==> src/rtl/lfsr_tick_scheduler.sv <==
// lfsr_tick_scheduler: round-robin sharing of one LFSR tick timer among NREQ timeout requesters
module lfsr_tick_scheduler #(
  parameter int NREQ = 4,
  parameter int CW = 8
) (
  input  logic              clk,
  input  logic              rst,
  input  logic [NREQ-1:0]   req,
  input  logic [NREQ*CW-1:0] count,
  input  logic              tick,
  output logic              tmr_rst,
  output logic [NREQ-1:0]   grant,
  output logic [NREQ-1:0]   done,
  output logic              busy
);
  localparam int IW = $clog2(NREQ);
  typedef enum logic [1:0] {IDLE, LOAD, RUN, DONE} state_t;
  state_t state, nxt;
  logic [CW-1:0] rem, rem_n;
  logic [IW-1:0] own, own_n, last, last_n, pick, j;
  logic found, abort, busy_n, tmr_n;
  logic [NREQ-1:0] grant_n, done_n;
  logic [CW-1:0] cnt [NREQ];
  for (genvar g = 0; g < NREQ; g++) begin : g_cnt
    assign cnt[g] = count[g*CW +: CW];
  end
  always_comb begin
    found = 1'b0;
    pick = '0;
    j = '0;
    for (int i = 1; i <= NREQ; i++) begin
      j = IW'((int'(last) + i) % NREQ);
      if (!found && req[j]) begin
        found = 1'b1;
        pick = j;
      end
    end
  end
  assign abort = state == RUN && !req[own];
  always_ff @(posedge clk) begin
    if (rst) begin
      state <= IDLE;
      rem <= '0;
      own <= '0;
      last <= IW'(NREQ - 1);
      grant <= '0;
      done <= '0;
      busy <= 1'b0;
      tmr_rst <= 1'b0;
    end else begin
      state <= nxt;
      rem <= rem_n;
      own <= own_n;
      last <= last_n;
      grant <= grant_n;
      done <= done_n;
      busy <= busy_n;
      tmr_rst <= tmr_n;
    end
  end
  // abort outranks a final tick arriving in the same cycle
  always_comb begin
    nxt = state;
    case (state)
      IDLE:    nxt = found ? LOAD : IDLE;
      LOAD:    nxt = rem == '0 ? DONE : RUN;
      RUN:     nxt = abort ? IDLE : (tick && rem == CW'(1)) ? DONE : RUN;
      default: nxt = IDLE;
    endcase
  end
  always_comb begin
    own_n = (state == IDLE && found) ? pick : own;
    rem_n = (state == IDLE && found) ? cnt[pick] :
            (state == RUN && tick && rem != CW'(1)) ? rem - CW'(1) : rem;
    last_n = (state == DONE || abort) ? own : last;
    grant_n = nxt == IDLE ? '0 : NREQ'(1) << own_n;
    done_n = nxt == DONE ? NREQ'(1) << own_n : '0;
    busy_n = nxt != IDLE;
    tmr_n = nxt == RUN;
  end
endmodule
==> config.mk <==
export PLATFORM = sky130hd
export DESIGN_NAME = lfsr_tick_scheduler
export DESIGN_NICKNAME = d
export VERILOG_FILES = /design/src/rtl/lfsr_tick_scheduler.sv
export SDC_FILE = /design/constraint.sdc
export NUM_CORES = 1
export LEC_CHECK = 0
export BUFFER_PORTS_ARGS = -buffer_cell sky130_fd_sc_hd__buf_4
export CAP_MARGIN = 10
export CORE_MARGIN = 5
export CORE_UTILIZATION = 33
export CTS_BUF_LIST = sky130_fd_sc_hd__clkbuf_16
export DETAILED_ROUTE_END_ITERATION = 16
export MAX_ROUTING_LAYER = met4
export PLACE_DENSITY_LB_ADDON = 0.2
export SYNTH_ARGS = -nofsm -noshare
export SYNTH_HDL_FRONTEND = slang
export SYNTH_SLANG_ARGS = --single-unit
==> constraint.sdc <==
create_clock -name clk -period 3.3 [get_ports clk]
set_input_delay 0.165 -clock clk [delete_from_list [all_inputs] [get_ports clk]]
set_output_delay 0.165 -clock clk [all_outputs]
set_load 0.05 [all_outputs]
# After elaboration in Yosys (flattened, before gate mapping)
# Index checks and enable logic that the tools add are counted.
dict set report totals {
  register_bits 24
  input_bits 39
  out_inout_bits 10
  elab_cells 78
}
dict set report classes {
  addsub 5
  magnitude_cmp 6
  n_eq_ne 7
  n_shift 1
  muxes 29
  bitwise 2
  n_reduce_logical 20
}
# op n
set op_table {}
lappend op_table {{$mux 8} 4}
lappend op_table {{$bmux 8 s2} 1}
lappend op_table {{$lt 2x3->1 const B} 5}
lappend op_table {{$mux 1} 12}
lappend op_table {{$mux 2} 6}
lappend op_table {{$bmux 1 s2} 5}
lappend op_table {{$eq 2x2->1 const B} 4}
lappend op_table {{$eq 8x1->1 const B} 1}
lappend op_table {{$logic_and 1x1->1} 8}
lappend op_table {{$logic_not 8->1} 1}
lappend op_table {{$ne 8x1->1 const B} 1}
lappend op_table {{$sub 8x1->8 const B} 1}
lappend op_table {{$pmux 2 s3} 1}
lappend op_table {{$add 2x1->2 const B} 2}
lappend op_table {{$add 2x2->2 const B} 2}
lappend op_table {{$logic_not 1->1} 4}
lappend op_table {{$logic_not 2->1} 2}
lappend op_table {{$reduce_bool 2->1} 2}
lappend op_table {{$reduce_or 2->1} 2}
lappend op_table {{$shl 1x2->4 const A} 1}
lappend op_table {{$ge 3x3->1 const B} 1}
lappend op_table {{$not 2->3} 1}
lappend op_table {{$eq 2x1->1 const B} 1}
lappend op_table {{$logic_or 1x1->1} 1}
lappend op_table {{$not 1->1} 1}

# Longest topological paths before layout
dict set report logic_depth {
  word_depth 18
  depth_mapped 7
  ltp_nobuf 7
}

# Least setup slack after synthesis
# Ideal clock, no wire load.
dict set report synth_path {
  kind {reg2reg}
  from {register rem[1]}
  to {register rem[4]}
  setup_time_ns 0.092
  t_arrival_ns 1.597
  slack_ns 1.611
  stages_incl_launch_ff 8
  path_buffers 0
  synth_period_minus_slack_ns 1.689
  cell_sequence {dfxtp_1 -> inv_1 -> ha_1 -> nor3b_1 -> a21boi_4 -> nand3_1 -> mux2_1 -> nor4_1}
}
dict set report synth_via {
  elab_chain_cells 3
  word_cells_on_any_way 6
  classes_between {1 x add/sub; 1 x eq/ne; 2 x mux; 2 x reduce/logical}
}
# element line
set synth_rtl {}
lappend synth_rtl {{start: declaration} 19} ;# logic [CW-1:0] rem, rem_n;
lappend synth_rtl {{start signal: assignment} 52} ;# rem <= rem_n;
lappend synth_rtl {{$sub 8x1->8 / $ne 8x1->1 (equally long branches)} 74} ;# (state == RUN && tick && rem != CW'(1)) ? rem - CW'(1) : rem;
lappend synth_rtl {{$mux 8 / $logic_and 1x1->1 (equally long branches)} 74}
lappend synth_rtl {{$mux 8 / $reduce_bool 2->1 (equally long branches)} n/a}
# Parallel ways exist; a longest one is shown, timed or not. The select of a mux whose other input is x is not followed.
# A chain may end at the register's enable or synchronous reset.

# Worst setup path after layout
dict set report layout_path {
  from {register last[1]}
  to {register rem[4]}
}
dict set report layout_via {
  elab_chain_cells 18
  word_cells_on_any_way 33
  classes_between {4 x add/sub; 20 x mux; 1 x bitwise; 8 x reduce/logical}
}
# element line
set layout_rtl {}
lappend layout_rtl {{start: declaration} 20} ;# logic [IW-1:0] own, own_n, last, last_n, pick, j;
lappend layout_rtl {{start signal: assignment} 45} ;# last <= IW'(NREQ - 1);
lappend layout_rtl {{start signal: assignment} 54} ;# last <= last_n;
lappend layout_rtl {{$add 2x1->2} 32} ;# j = IW'((int'(last) + i) % NREQ);
lappend layout_rtl {{$bmux 1 s2} 33} ;# if (!found && req[j]) begin
lappend layout_rtl {{$mux 1 (not written as such)} 33}
lappend layout_rtl {{$mux 1} 33}
lappend layout_rtl {{$logic_not 1->1} 33}
lappend layout_rtl {{$logic_and 1x1->1} 33}
lappend layout_rtl {{$mux 1} 33}
lappend layout_rtl {{$logic_not 1->1} 33}
lappend layout_rtl {{$logic_and 1x1->1} 33}
lappend layout_rtl {{$mux 1} 33}
lappend layout_rtl {{$logic_not 1->1} 33}
lappend layout_rtl {{$logic_and 1x1->1} 33}
lappend layout_rtl {{$mux 2} 33}
lappend layout_rtl {{$not 2->3 (not written as such)} 73} ;# rem_n = (state == IDLE && found) ? cnt[pick] :
lappend layout_rtl {{$bmux 8 s2} 73}
lappend layout_rtl {{$mux 8 (not written as such) (2 in series)} 73}
lappend layout_rtl {{$mux 8} 73}
# Parallel ways exist; a longest one is shown, timed or not. The select of a mux whose other input is x is not followed.

==> results.md <==
* Total power at 1.20 mW
* Post-Syn Instances at 200
* Placeable Area at 0.00507 mm2
* Synth Warn # at 0
* Drt total wl at 4520 um
* Sink Count at 24
* Total Routing Usage GR at 0.144
* Area Growth Syn to Fin at 29.4%
* Pleak at 0.928 nW
* Vias at 1565
* Synth top area cells: dfxtp_1, a211oi_1, mux2i_1, inv_1, nor3b_1
* Die area at 0.00671 mm2
* Final setup fails at 0
* Placed cell area at 0.00210 mm2
* Hold Vio Cnt, Final at 0
* Worst-Skew Late Latency at 0.26 ns
* Rel. slew slack at 0.368
* Placed Cells incl. Taps at 309
* Minimum clock period after layout at 2.28 ns
* I/O Pins at 49
* Crit Reg-Reg Startpoint: last[1]$_SDFFE_PP1P_
* Share of cells above drive strength 1 at 0.288
* Synth top area share at 0.281
* Finished Cell Area at 0.00221 mm2
* R2R Path End: rem[4]$_SDFFE_PP0P_
* Cell taking the most area after synthesis: dfxtp_1
* First-pass GRT wire length at 7270 um
* Starting Density at 0.337
* CTS max path bufs at 2
* Syn avg cell area at 8.54 um2
* TritonCTS Buffers at 3
* Register area share after synthesis at 0.281
* First-pass DRT Iterations at 4
* # Post-CTS Setup Buffers at 0
* Netlist cell types at 54
* Cell depth of the worst flop-to-flop path at 5
* Clk_skew at 0.00370 ns
* HP Class: input pin to flop
* Dpl hpwl at 3510 um
* Status: completed
* CP max FO at 14
* Achievable Freq at 439 MHz
* Post-synth EDFFs at 0
* Worst path cell trace: mux2i_1 -> o22ai_2 -> a21oi_2 -> mux2_2 -> nor4_1
* Die X at 81.9 um
* # diodes at 0
* Initial antenna violation count at 0
* Die Span Y at 81.9 um
* Worst-Margin Slew at 0.948 ns
* Slowest stage delay, CP at 0.63 ns
* Clock slew at reported path FFs at 0.06 ns
* Synth Register Bits at 24
* Worst IR Drop VDD at 205 uV
* Root Driver: clkbuf_16
* DRC at 0
* Crit path arrival time at 2.45 ns
* # fillers at 549
* DR WL/cell at 14.4 um
* Row cnt at 26
* Mapped Nets at 242
* # resized after CTS at 0
* Layout Cells excl Fill at 313
* Power Density at 545 mW/mm2
* CP Launch Point: last[1]$_SDFFE_PP1P_
* Maxcap violations at 0
* Setup TNS at 0 ns
* Global placer's final weighted congestion at 0.798
* Crit start category: flop
* Max-slew violations at 0
* Final period util at 0.691
* Post-CTS Hold Fix Bufs at 0
* H-tree levels at 1
* Async SR Flop Fraction at 0
* Total gr overflow at 0
* CP max-delay cell: a21oi_2
* Final nets at 286
* RSZ-0062 raised after global routing: no
* Reg2Reg Setup Slack at 1.02 ns
* CTS tree: yes
* Remaining antenna violation count at 0
* CP Capture Point: rem[4]$_SDFFE_PP0P_
* Hold Slack at 0.215 ns
* Crit end category: flop
* IO Port Bufs at 48
* Main synth FF type: dfxtp_1
* Req. time, crit path at 3.47 ns
* Largest net degree at the start of global routing at 16
* Vias per inst at 5.00
* Post-Syn Area at 0.00171 mm2
* Initial drt markers at 58
* Crit Path Class: flop to flop
* Vias in the first global route at 1458
worst min path at each step:
stage          cells past startpoint  start                  end
2_1_floorplan                      1    rst  rem[0]$_SDFFE_PP0P_
3_3_place_gp                       2    rst    own[1]$_SDFF_PP0_
3_5_place_dp                       2    rst    own[1]$_SDFF_PP0_
4_1_cts                            2    rst  rem[6]$_SDFFE_PP0P_
5_1_grt                            2    rst    own[1]$_SDFF_PP0_
6_report                           2    rst  rem[6]$_SDFFE_PP0P_
cell usage after synthesis, types with 3 or more instances:
library cell  instances
buf_2                 5
mux2i_1               8
nand3_1               4
nor3b_1               9
a31oi_1               5
o21bai_1              4
inv_1                19
xnor2_1               3
nand2_1              11
a211o_1               4
nand2b_1              4
a22o_1                4
dfxtp_1              24
nor2b_1               8
ha_1                  3
nor2_1               17
nor3_1                3
a21oi_1               4
a211oi_1             14
o21ai_1               5
area by class of cell:
class                      instances  area, um2  share of cell area
multi-input combinational        146       1090               0.495
sequential                        24        480               0.217
timing repair buffer              49        368               0.166
tap                               70       87.6              0.0396
clock buffer                       3       75.1              0.0340
inverter                          20       75.1              0.0340
clock inverter                     1       30.0              0.0136
routing by layer:
metal  track usage  routed length [um]  vias up
li1              -                   -      815
met1         0.210                2280      712
met2         0.208                2030       36
met3        0.0164                 184        2
met4        0.0449                  26        0
met5             -                   0        -
state kept, by name, summed over array words and instances, names as in the netlist:
name	cells
rem	8
state	2
grant	4
last	2
own	2
done	4
busy	1
tmr_rst	1
where the power goes:
group	total, mW	internal [mW]	leakage (nW)	switching (mW)
Sequential	0.384	0.333	0.197	0.0514
Combinational	0.473	0.201	0.680	0.272
Clock	0.347	0.241	0.0511	0.106
Total	1.20	0.775	0.928	0.429
placed cells by master, fill, tap and decap left out, drive strengths merged, types with 6 or more instances in the layout:
master,n
nor3b,9
buf,49
nor2b,8
mux2i,8
nor2,18
inv,20
a211oi,15
dfxtp,24
o21ai,6
nand2,11
through the flow:
step	setup WS (ns)	utilization
6_report	1.02	0.435
3_3_place_gp	1.10	0.415
3_5_place_dp	1.03	0.415
2_1_floorplan	1.61	-
4_1_cts	1.00	0.435
5_1_grt	0.804	0.435
critical path, delay by kind of cell, from the launching register on:
kind	cells	cell delay, ns
AO/OA/AOI/OAI	2	0.86
flip-flops	1	0.44
multiplexers	2	0.65
AND/OR/NAND/NOR	1	0.23
cells by family (layout without fill, tap and decap cells):
kind of cell / Yosys count / count (layout) / share of synthesized area
mux: 11 / 11 / 0.0733
compound gates: 62 / 62 / 0.305
buf+inv: 30 / 73 / 0.0784
xor+xnor: 4 / 4 / 0.0205
simple gates: 66 / 66 / 0.220
fa+ha+maj: 3 / 3 / 0.0220
flops: 24 / 24 / 0.281
Power figures use the tool's default switching activity.
